File: config.mk
export PLATFORM = sky130hd
export DESIGN_NAME = dmem_arbiter
export DESIGN_NICKNAME = d
export VERILOG_FILES = /design/src/rtl/dmem_arbiter.sv
export SDC_FILE = /design/constraint.sdc
export NUM_CORES = 1
export LEC_CHECK = 0
export ABC_AREA = 1
export CORE_AREA = 2 2 112 114
export DETAILED_ROUTE_END_ITERATION = 12
export DIE_AREA = 0 0 114 116
export GPL_TIMING_DRIVEN = 0
export MAX_ROUTING_LAYER = met4
export PLACE_DENSITY = 0.7
export SYNTH_ARGS = -nofsm -noshare
export SYNTH_HDL_FRONTEND = slang
export SYNTH_SLANG_ARGS = --single-unit
File: constraint.sdc
create_clock -name i_clk -period 3.8 [get_ports i_clk]
set_input_delay 0.76 -clock i_clk [delete_from_list [all_inputs] [get_ports i_clk]]
set_output_delay 0.76 -clock i_clk [all_outputs]
set_load 0.03 [all_outputs]
File: src/rtl/dmem_arbiter.sv
// Data-memory arbiter: shares one synchronous-read RAM between the pipeline memory stage and a
// debug/loader port, with bounded debug starvation and per-requester read-data return.
module dmem_arbiter #(
  parameter int unsigned ADDR_W     = 8,
  parameter int unsigned DATA_W     = 32,
  parameter int unsigned STARVE_MAX = 4
) (
  input  logic                  i_clk,
  input  logic                  i_rst,
  input  logic                  i_p_req,
  input  logic                  i_p_we,
  input  logic [31:0]           i_p_addr,
  input  logic [DATA_W-1:0]     i_p_wdata,
  input  logic [DATA_W/8-1:0]   i_p_be,
  output logic                  o_p_gnt,
  output logic                  o_p_rvalid,
  output logic [DATA_W-1:0]     o_p_rdata,
  output logic                  o_stall,
  input  logic                  i_d_req,
  input  logic                  i_d_we,
  input  logic [31:0]           i_d_addr,
  input  logic [DATA_W-1:0]     i_d_wdata,
  input  logic                  i_d_halt,
  output logic                  o_d_gnt,
  output logic                  o_d_rvalid,
  output logic [DATA_W-1:0]     o_d_rdata,
  output logic                  o_mem_en,
  output logic                  o_mem_we,
  output logic [ADDR_W-1:0]     o_mem_addr,
  output logic [DATA_W-1:0]     o_mem_wdata,
  output logic [DATA_W/8-1:0]   o_mem_be,
  input  logic [DATA_W-1:0]     i_mem_rdata
);

  localparam int unsigned BeW = DATA_W / 8;

  logic [3:0]        starve_q, starve_d;
  logic              rd_pend_q, rd_pend_d;
  logic              rd_own_q, rd_own_d;
  logic [DATA_W-1:0] p_hold_q, p_hold_d;
  logic [DATA_W-1:0] d_hold_q, d_hold_d;
  logic              starved;
  logic              unused_addr;

  assign starved = (starve_q == 4'(STARVE_MAX));

  // Byte-offset and high address bits alias silently onto the RAM.
  assign unused_addr = ^{i_p_addr[31:ADDR_W+2], i_p_addr[1:0],
                         i_d_addr[31:ADDR_W+2], i_d_addr[1:0]};

  // Grant decision; nothing is granted while reset is held.
  always_comb begin
    o_d_gnt = 1'b0;
    o_p_gnt = 1'b0;
    if (!i_rst) begin
      if (i_d_halt) begin
        o_d_gnt = i_d_req;
      end else if (i_p_req && i_d_req) begin
        o_d_gnt = starved;
        o_p_gnt = !starved;
      end else begin
        o_d_gnt = i_d_req;
        o_p_gnt = i_p_req;
      end
    end
  end

  assign o_stall = i_p_req & ~o_p_gnt;

  always_comb begin
    o_mem_en    = o_p_gnt | o_d_gnt;
    o_mem_we    = (o_p_gnt & i_p_we) | (o_d_gnt & i_d_we);
    o_mem_addr  = o_d_gnt ? i_d_addr[ADDR_W+1:2] : i_p_addr[ADDR_W+1:2];
    o_mem_wdata = o_d_gnt ? i_d_wdata : i_p_wdata;
    o_mem_be    = '0;
    if (o_p_gnt) begin
      o_mem_be = i_p_be;
    end else if (o_d_gnt) begin
      o_mem_be = {BeW{1'b1}};
    end
  end

  // Read return: the owner sees live RAM data, the other side keeps its last word.
  always_comb begin
    o_p_rvalid = ~i_rst & rd_pend_q & ~rd_own_q;
    o_d_rvalid = ~i_rst & rd_pend_q & rd_own_q;
    p_hold_d   = o_p_rvalid ? i_mem_rdata : p_hold_q;
    d_hold_d   = o_d_rvalid ? i_mem_rdata : d_hold_q;
    o_p_rdata  = i_rst ? '0 : p_hold_d;
    o_d_rdata  = i_rst ? '0 : d_hold_d;
  end

  always_comb begin
    rd_pend_d = (o_p_gnt & ~i_p_we) | (o_d_gnt & ~i_d_we);
    rd_own_d  = o_d_gnt;
    starve_d  = starve_q;
    if (i_d_req && o_p_gnt) begin
      if (!starved) begin
        starve_d = starve_q + 4'd1;
      end
    end else if (o_d_gnt || !i_d_req) begin
      starve_d = 4'd0;
    end
  end

  always_ff @(posedge i_clk) begin
    if (i_rst) begin
      starve_q  <= 4'd0;
      rd_pend_q <= 1'b0;
      rd_own_q  <= 1'b0;
      p_hold_q  <= '0;
      d_hold_q  <= '0;
    end else begin
      starve_q  <= starve_d;
      rd_pend_q <= rd_pend_d;
      rd_own_q  <= rd_own_d;
      p_hold_q  <= p_hold_d;
      d_hold_q  <= d_hold_d;
    end
  end

endmodule

==> results of run 1 <==
## worst max-delay path, stage by stage
cell and delay, ns:
clkdlybuf4s50_1 0.45, inv_2 0.17, buf_2 0.29, buf_2 0.27, nand4_1 0.12, nand2_1 0.09, clkdlybuf4s50_1 0.72
## cells by family (layout without fill, tap and decap cells)
kind of cell,count (synthesis),count (layout),share of synthesized area
and+or+nand+nor,214,214,0.320
DFF,70,70,0.447
xor gates and xnor gates,2,2,0.00559
AOI/OAI and AO/OA,65,65,0.104
adders and majority gates,2,2,0.00798
buffers and inverters,83,333,0.116
## metrics by stage
stage	util	cell area [µm²]
4_1_cts	0.498	5940
3_5_place_dp	0.477	5680
3_3_place_gp	0.477	5680
2_1_floorplan	-	3140
5_1_grt	0.511	6090
6_report	0.511	6090
## repair_timing
item | in CTS | in global routing
gates resized for setup | 1 | 60
endpoints found under the setup margin | 1 | 60
pin swaps | 0 | 0
## final cells by class
class,count,share of cell area
Tap cell,147,0.0302
Timing Repair Buffer,236,0.413
Clock inverter,2,0.00164
Clock buffer,12,0.0405
Buffer,39,0.0327
Multi-Input combinational cell,283,0.225
Inverter,44,0.0271
Sequential cell,70,0.230
## power breakdown
part	switching, µW	leakage (µW)	internal [µW]
registers	5.65	0.000567	756
clock network	273	0.000128	449
logic	275	0.00288	245
## state kept, by name, indices dropped and copies added, names as in the netlist
signal and flops:
p_hold_q 32, d_hold_q 32, starve_q 4, rd_own_q 1, rd_pend_q 1
## layer usage
| layer | vias to the layer above | GRT usage |
|---|---|---|
| li1 | 1958 | - |
| met1 | 1817 | 0.249 |
| met2 | 194 | 0.337 |
| met3 | 13 | 0.0518 |
| met4 | 0 | 0.0528 |
| met5 | - | - |
## cell usage in the layout (no fill, tap or decap), drive strengths merged
cell             n
clkbuf          25
dfxtp           70
nor2             7
xor2             1
nand3           72
buf             26
xnor2            1
nor3             1
o21ai           65
dlygate4sd2      1
nand2           92
dlymetal6s2s    60
clkdlybuf4s50  175
clkinv           2
inv             44
nand4           42
ha               2
## how the worst max path moves through the flow
stage / startpoint / endpoint / slack (ns)
finish: i_rst / o_mem_wdata[14] / 0.16
global route: i_rst / o_mem_addr[3] / 0.01
CTS: i_rst / o_d_rdata[25] / 0.01
detailed placement: i_rst / o_p_rdata[23] / 0.02
global placement: i_rst / o_p_rdata[26] / 0.01
floorplan: i_rst / o_p_rdata[10] / 1.05
==> summary.md, run 1 <==
| Metric | Value |
|---|---|
| Run status | `completed` |
| Diode count | `0` |
| Detail Placement HPWL | `roughly 11000 µm` |
| Crit path max fanout | `10` |
| Pre-CTS setup slack | `roughly 0.018 ns` |
| Tcrit/Tclk final | `0.958` |
| Pwr Total | `around 2000 µW` |
| Detailed-route wire length per cell | `16.5 µm` |
| WHS Endpoint | `starve_q[0]` |
| # rows | `40` |
| Chip height | `between 100 and 150 µm` |
| Minimum clock period | `around 3.6 ns` |
| CP Data Required Time | `just over 3 ns` |
| Netlist Area Pre-Place | `between 0.003 and 0.004 mm²` |
| Clock-pin slew on the worst setup and hold paths | `roughly 0.050 ns` |
| Initial DRT Pass Iterations | `4` |
| Worst min path class | `reg -> reg` |
| CTS tree | `done` |
| Fill cells | `~1200` |
| Largest cells by area after synthesis | `dfxtp_1 45%, nand3_1 11%, nand2_1 11%` |
| First-pass GRT wire length | `between 20000 and 25000 µm` |
| Met2 Wirelength | `approximately 6500 µm` |
| Commonest cells in the netlist | `91 x nand2_1, 72 x nand3_1, 70 x dfxtp_1` |
| WL met1 | `5870 µm` |
| RSZ-0062 raised after global routing | `false` |
| Synth cell types | `19` |
| Die area | `0.0132 mm²` |
| Top-count cell post-synth | `nand2_1` |
| Top Metal Used | `met4` |
| Top cell type's share of synthesized area | `0.447` |
| Final WL | `~14000 µm` |
| Layout cells sized above 1 | `0.0569` |
| Worst slew margin | `0.682` |
| Non-filler cells, final | `around 830` |
| Max Cap Violations | `0` |
| Worst setup SP type | `input port` |
| Initial Utilization | `0.263` |
| H-Tree Depth | `3` |
| Predominant post-synthesis flop cell | `dfxtp_1` |
| Cells after Synth | `around 440` |
| Synth Net Count | `approximately 610` |
| Area of the multi-input gates | `between 0.001 and 0.0015 mm²` |
| Register area share after synthesis | `0.447` |
| Area growth from synthesis to layout | `94.1%` |
| Clk_skew | `roughly 0.0036 ns` |
| CTS Hold Bufs | `0` |
| Critical Path AT | `roughly 2.9 ns` |
| PD cells | `around 330 mW/mm²` |
| Final setup margin | `around 0.16 ns` |
| Cell total after placement | `roughly 820` |
| Flops & latches, synth | `70` |
| Setup Fix Bufs, Post-CTS | `0` |
| LEAKAGE | `0.00357 µW` |
| Worst r2r src | `starve_q[0]` |
| Nets@finish | `between 800 and 900` |
| Core area | `0.0119 mm²` |
| Achievable Freq | `275 MHz` |
| Worst Hold Depth | `1` |
| Num CTS Buffers | `9` |
| Hold_ws | `0.462 ns` |
| Die X | `roughly 110 µm` |
| Post-synth ARST share | `0` |
| VDD IR max | `0.287 mV` |
| Antenna viol nets, final | `0` |
| Initial antenna violation count | `0` |
| Avg Vias per Cell | `around 4.8` |
| FF-to-FF path depth | `7` |
| HP Start | `starve_q[0]` |
| DR vias | `about 4000` |
| Vias in the first global route | `just under 4000` |
| Gpl congestion | `~0.88` |
| Io pins | `around 290` |
| Fin. Hold Viols | `0` |
| Final setup viols | `0` |
| Largest net degree at the start of global routing | `11` |
| Reg-to-Reg End | `rd_own_q` |
| DRC errors left | `0` |
| Post-route setup TNS | `0 ns` |
| Syn avg cell area | `7.19 µm²` |
| Clock Latency Late Sink | `roughly 0.32 ns` |
| IO buf count | `about 240` |
| Synth Warn # | `0` |
| Crit Path Class | `in -> out` |
| DR iter-0 viols | `254` |
| Worst-margin pin slew | `0.476 ns` |
| CTS max path bufs | `2` |
| Number of flops mapped to enable cells by yosys | `0` |
| GRT Util Overall | `0.204` |
| Reg area | `0.00140 mm²` |
| Clock sinks | `70` |
| CTS Root Buffer Type | `clkbuf_16` |
| Max-slew violations | `0` |
| Met3 wire length | `1180 µm` |
| Cell taking the most area after synthesis | `dfxtp_1` |
| Flop-to-flop setup slack | `around 2.4 ns` |
| CP endpoint kind | `primary output` |
| Total global routing overflow | `0` |
Power figures use the tool's default switching activity.
==> run 2, diff against run 1 <==
Settings changed: CORE_AREA 2 2 112 114 to 2 2 110 112, DIE_AREA 0 0 114 116 to 0 0 112 114, PLACE_DENSITY 0.7 to 0.72, SLEW_MARGIN set to 5.
==> run 2 against run 1 <==
  * Via count is 1.2% lower
  * Non-clock buffer count stayed put
  * Hold slack better by 0.020 ns
  * Clock power is 12% higher
  * Die area is 3.4% lower
  * Cell count is 0.12% higher
  * Total power is 4.3% higher
  * Global-route usage is 1.5 points higher
  * Utilization is 0.28 points higher
  * Sequential share of layout area is 0.27 points higher
  * Worst setup slack worse by 0.028 ns
  * Critical endpoint is now o_mem_we
  * Largest cell class unchanged
==> summary.md, run 2 (synthesized netlist as in run 1, its figures left out) <==
| Metric | Value |
|---|---|
| Fin. Hold Viols | `0 (unchanged)` |
| Clock-pin slew on the worst setup and hold paths | `0.05 ns (about the same)` |
| CP Data Required Time | `3.04 ns (about the same)` |
| Run status | `completed` |
| Crit-path leading delay family | `buffers and inverters` |
| PD cells | `347 mW/mm² (+5.6%)` |
| CP endpoint kind | `primary output` |
| Critical path origin | `i_rst` |
| DR iter-0 viols | `296 (+17%)` |
| CTS tree | `done` |
| Io pins | `286 (unchanged)` |
| Crit path max fanout | `10 (unchanged)` |
| Tcrit/Tclk final | `0.966 (+0.00738)` |
| Critical-path top delay cell | `clkdlybuf4s50_1` |
| WP buf/inv | `5 (unchanged)` |
| CP endpoint | `o_mem_we` |
| Nets@finish | `856 (unchanged)` |
| Commonest cells after routing, fill and taps aside | `164 x clkdlybuf4s50_1, 91 x nand2_1, 72 x nand3_1, 70 x dfxtp_1, 65 x o21ai_0` |
| Commonest non-fill, non-tap cell in the layout | `clkdlybuf4s50_1` |
| CTS Hold Bufs | `0 (unchanged)` |
| Worst min path class | `reg -> reg` |
| # resized after CTS | `37 (+36)` |
| Gpl congestion | `0.931 (+5.4%)` |
| GRT Util Overall | `0.219 (+0.0152)` |
| Die area | `0.0128 mm² (-3.4%)` |
| Worst setup SP type | `input port` |
| Layout cells sized above 1 | `0.0582 (+0.00137)` |
| Final setup viols | `0 (unchanged)` |
| RSZ-0062 raised after global routing | `false` |
| Area growth from synthesis to layout | `91.9%` |
| Largest regs | `d_hold_q (32), p_hold_q (32), starve_q (4)` |
| Final setup margin | `0.130 ns (-0.0280 ns)` |
| Initial Utilization | `0.268 (+0.00450)` |
| CTS max path bufs | `2 (unchanged)` |
| VDD IR max | `0.240 mV (-16%)` |
| Core area | `0.0117 mm² (-1.7%)` |
| Max-slew violations | `0 (unchanged)` |
| IO buf count | `236 (unchanged)` |
| Post-route setup TNS | `0 ns (unchanged)` |
| Antenna viol nets, final | `0 (unchanged)` |
| Worst r2r src | `starve_q[0]` |
| Setup Fix Bufs, Post-CTS | `0 (unchanged)` |
| LEAKAGE | `0.00321 µW (-10%)` |
| Clk_skew | `0.00419 ns (+0.000555 ns)` |
| DRC errors left | `0 (unchanged)` |
| H-Tree Depth | `3 (unchanged)` |
| Clock sinks | `70 (unchanged)` |
| Minimum clock period | `3.67 ns (+0.0280 ns)` |
| Achievable Freq | `272 MHz (-0.76%)` |
| CTS Root Buffer Type | `clkbuf_16` |
| Chip height | `114 µm (-1.7%)` |
| Die X | `112 µm (-1.8%)` |
| Cell total after placement | `819 (unchanged)` |
| Initial antenna violation count | `0 (unchanged)` |
| Critical Path AT | `2.91 ns (+0.03 ns)` |
| Avg Vias per Cell | `4.72 (-1.3%)` |
| Fill cells | `1190 (+3.4%)` |
| Reg-to-Reg End | `rd_own_q` |
| Diode count | `0 (unchanged)` |
| Non-filler cells, final | `834 (+0.12%)` |
| Max Cap Violations | `0 (unchanged)` |
| Detail Placement HPWL | `11000 µm (+4.3%)` |
| First-pass GRT wire length | `21200 µm (+3.5%)` |
| FF-to-FF path depth | `7 (unchanged)` |
| Final WL | `14200 µm (+3.0%)` |
| Worst-margin pin slew | `0.511 ns (+0.0345 ns)` |
| Vias in the first global route | `3976 (+1.2%)` |
| Detailed-route wire length per cell | `17.0 µm (+2.9%)` |
| # rows | `40 (unchanged)` |
| DR vias | `3933 (-1.2%)` |
| CP Cell Sequence | `clkdlybuf4s50_1 > inv_2 > buf_2 > buf_2 > nand4_1 > nand2_1 > clkdlybuf4s50_1` |
| Final Util | `0.514 (+0.00275)` |
| Initial DRT Pass Iterations | `4 (unchanged)` |
| Crit path depth | `7 (unchanged)` |
| Max stage delay on crit path | `0.71 ns (about the same)` |
| Crit Path Class | `in -> out` |
| Total global routing overflow | `0 (unchanged)` |
| Num CTS Buffers | `9 (unchanged)` |
| Largest net degree at the start of global routing | `12 (+1)` |
| Clock Latency Late Sink | `0.32 ns (about the same)` |
| Worst slew margin | `0.659 (-0.0230)` |
| Flop-to-flop setup slack | `2.37 ns (-0.03 ns)` |
| Pwr Total | `2090 µW (+4.3%)` |
| Pre-CTS setup slack | `-0.0741 ns (-0.0923 ns)` |
[run 2: changes by cell type in the layout (fill, tap and decap cells not counted), sizes merged, moves of 2 or more]
cell | previous run | this run
dlygate4sd2 | 1 | 37
clkdlybuf4s50 | 175 | 164
clkinvlp | 0 | 2
clkinv | 2 | 0
dlymetal6s2s | 60 | 35
[run 2: power by group]
part / leakage [µW] / internal, µW / total, µW / switching (µW)
combinational: 0.00251 / 238 / 518 / 280
sequential: 0.000567 / 755 / 761 / 5.79
clock: 0.000135 / 522 / 812 / 290
total: 0.00321 / 1520 / 2090 / 575
[run 2: metal layers]
layer	routed length [µm]	global-route usage	share of wire	vias to the layer above
met5	0	-	0	-
met4	304	0.0805	0.021	0
met3	920	0.0505	0.065	18
met2	6730	0.358	0.47	172
met1	6210	0.266	0.44	1782
li1	-	-	-	1961
[run 2: worst reg2reg max path, cell delays in order (launching register included)]
cell     delay [ns]
dfxtp_1        0.38
inv_1          0.06
ha_1           0.20
nand3_1        0.12
nand2_2        0.13
nand3_1        0.12
buf_2          0.25
inv_1          0.06
[run 2: stage by stage]
step	area [µm²]	hold slack, ns
4_1_cts	5930	0.483
6_report	6020	0.482
2_1_floorplan	3140	0.430
3_3_place_gp	5680	0.439
5_1_grt	6020	0.509
3_5_place_dp	5680	0.471
[run 2: worst min-delay path by stage]
stage,endpoint,cells after the start,slack (ns),from
after global placement,starve_q[0],1,0.44,starve_q[0]
after floorplan,starve_q[0],1,0.43,starve_q[0]
after global routing,starve_q[0],1,0.51,starve_q[0]
after CTS,starve_q[0],1,0.48,starve_q[0]
after detailed placement,starve_q[0],1,0.47,starve_q[0]
final,starve_q[0],1,0.48,starve_q[0]
[run 2: cell type report]
class	instances	area, µm²	area share
clock inverter	3	45.0	0.00749
tap	147	184	0.0306
buffer	39	201	0.0335
clock buffer	12	246	0.0410
sequential	70	1400	0.233
multi-input combinational	283	1370	0.228
inverter	44	165	0.0274
timing repair buffer	236	2400	0.399
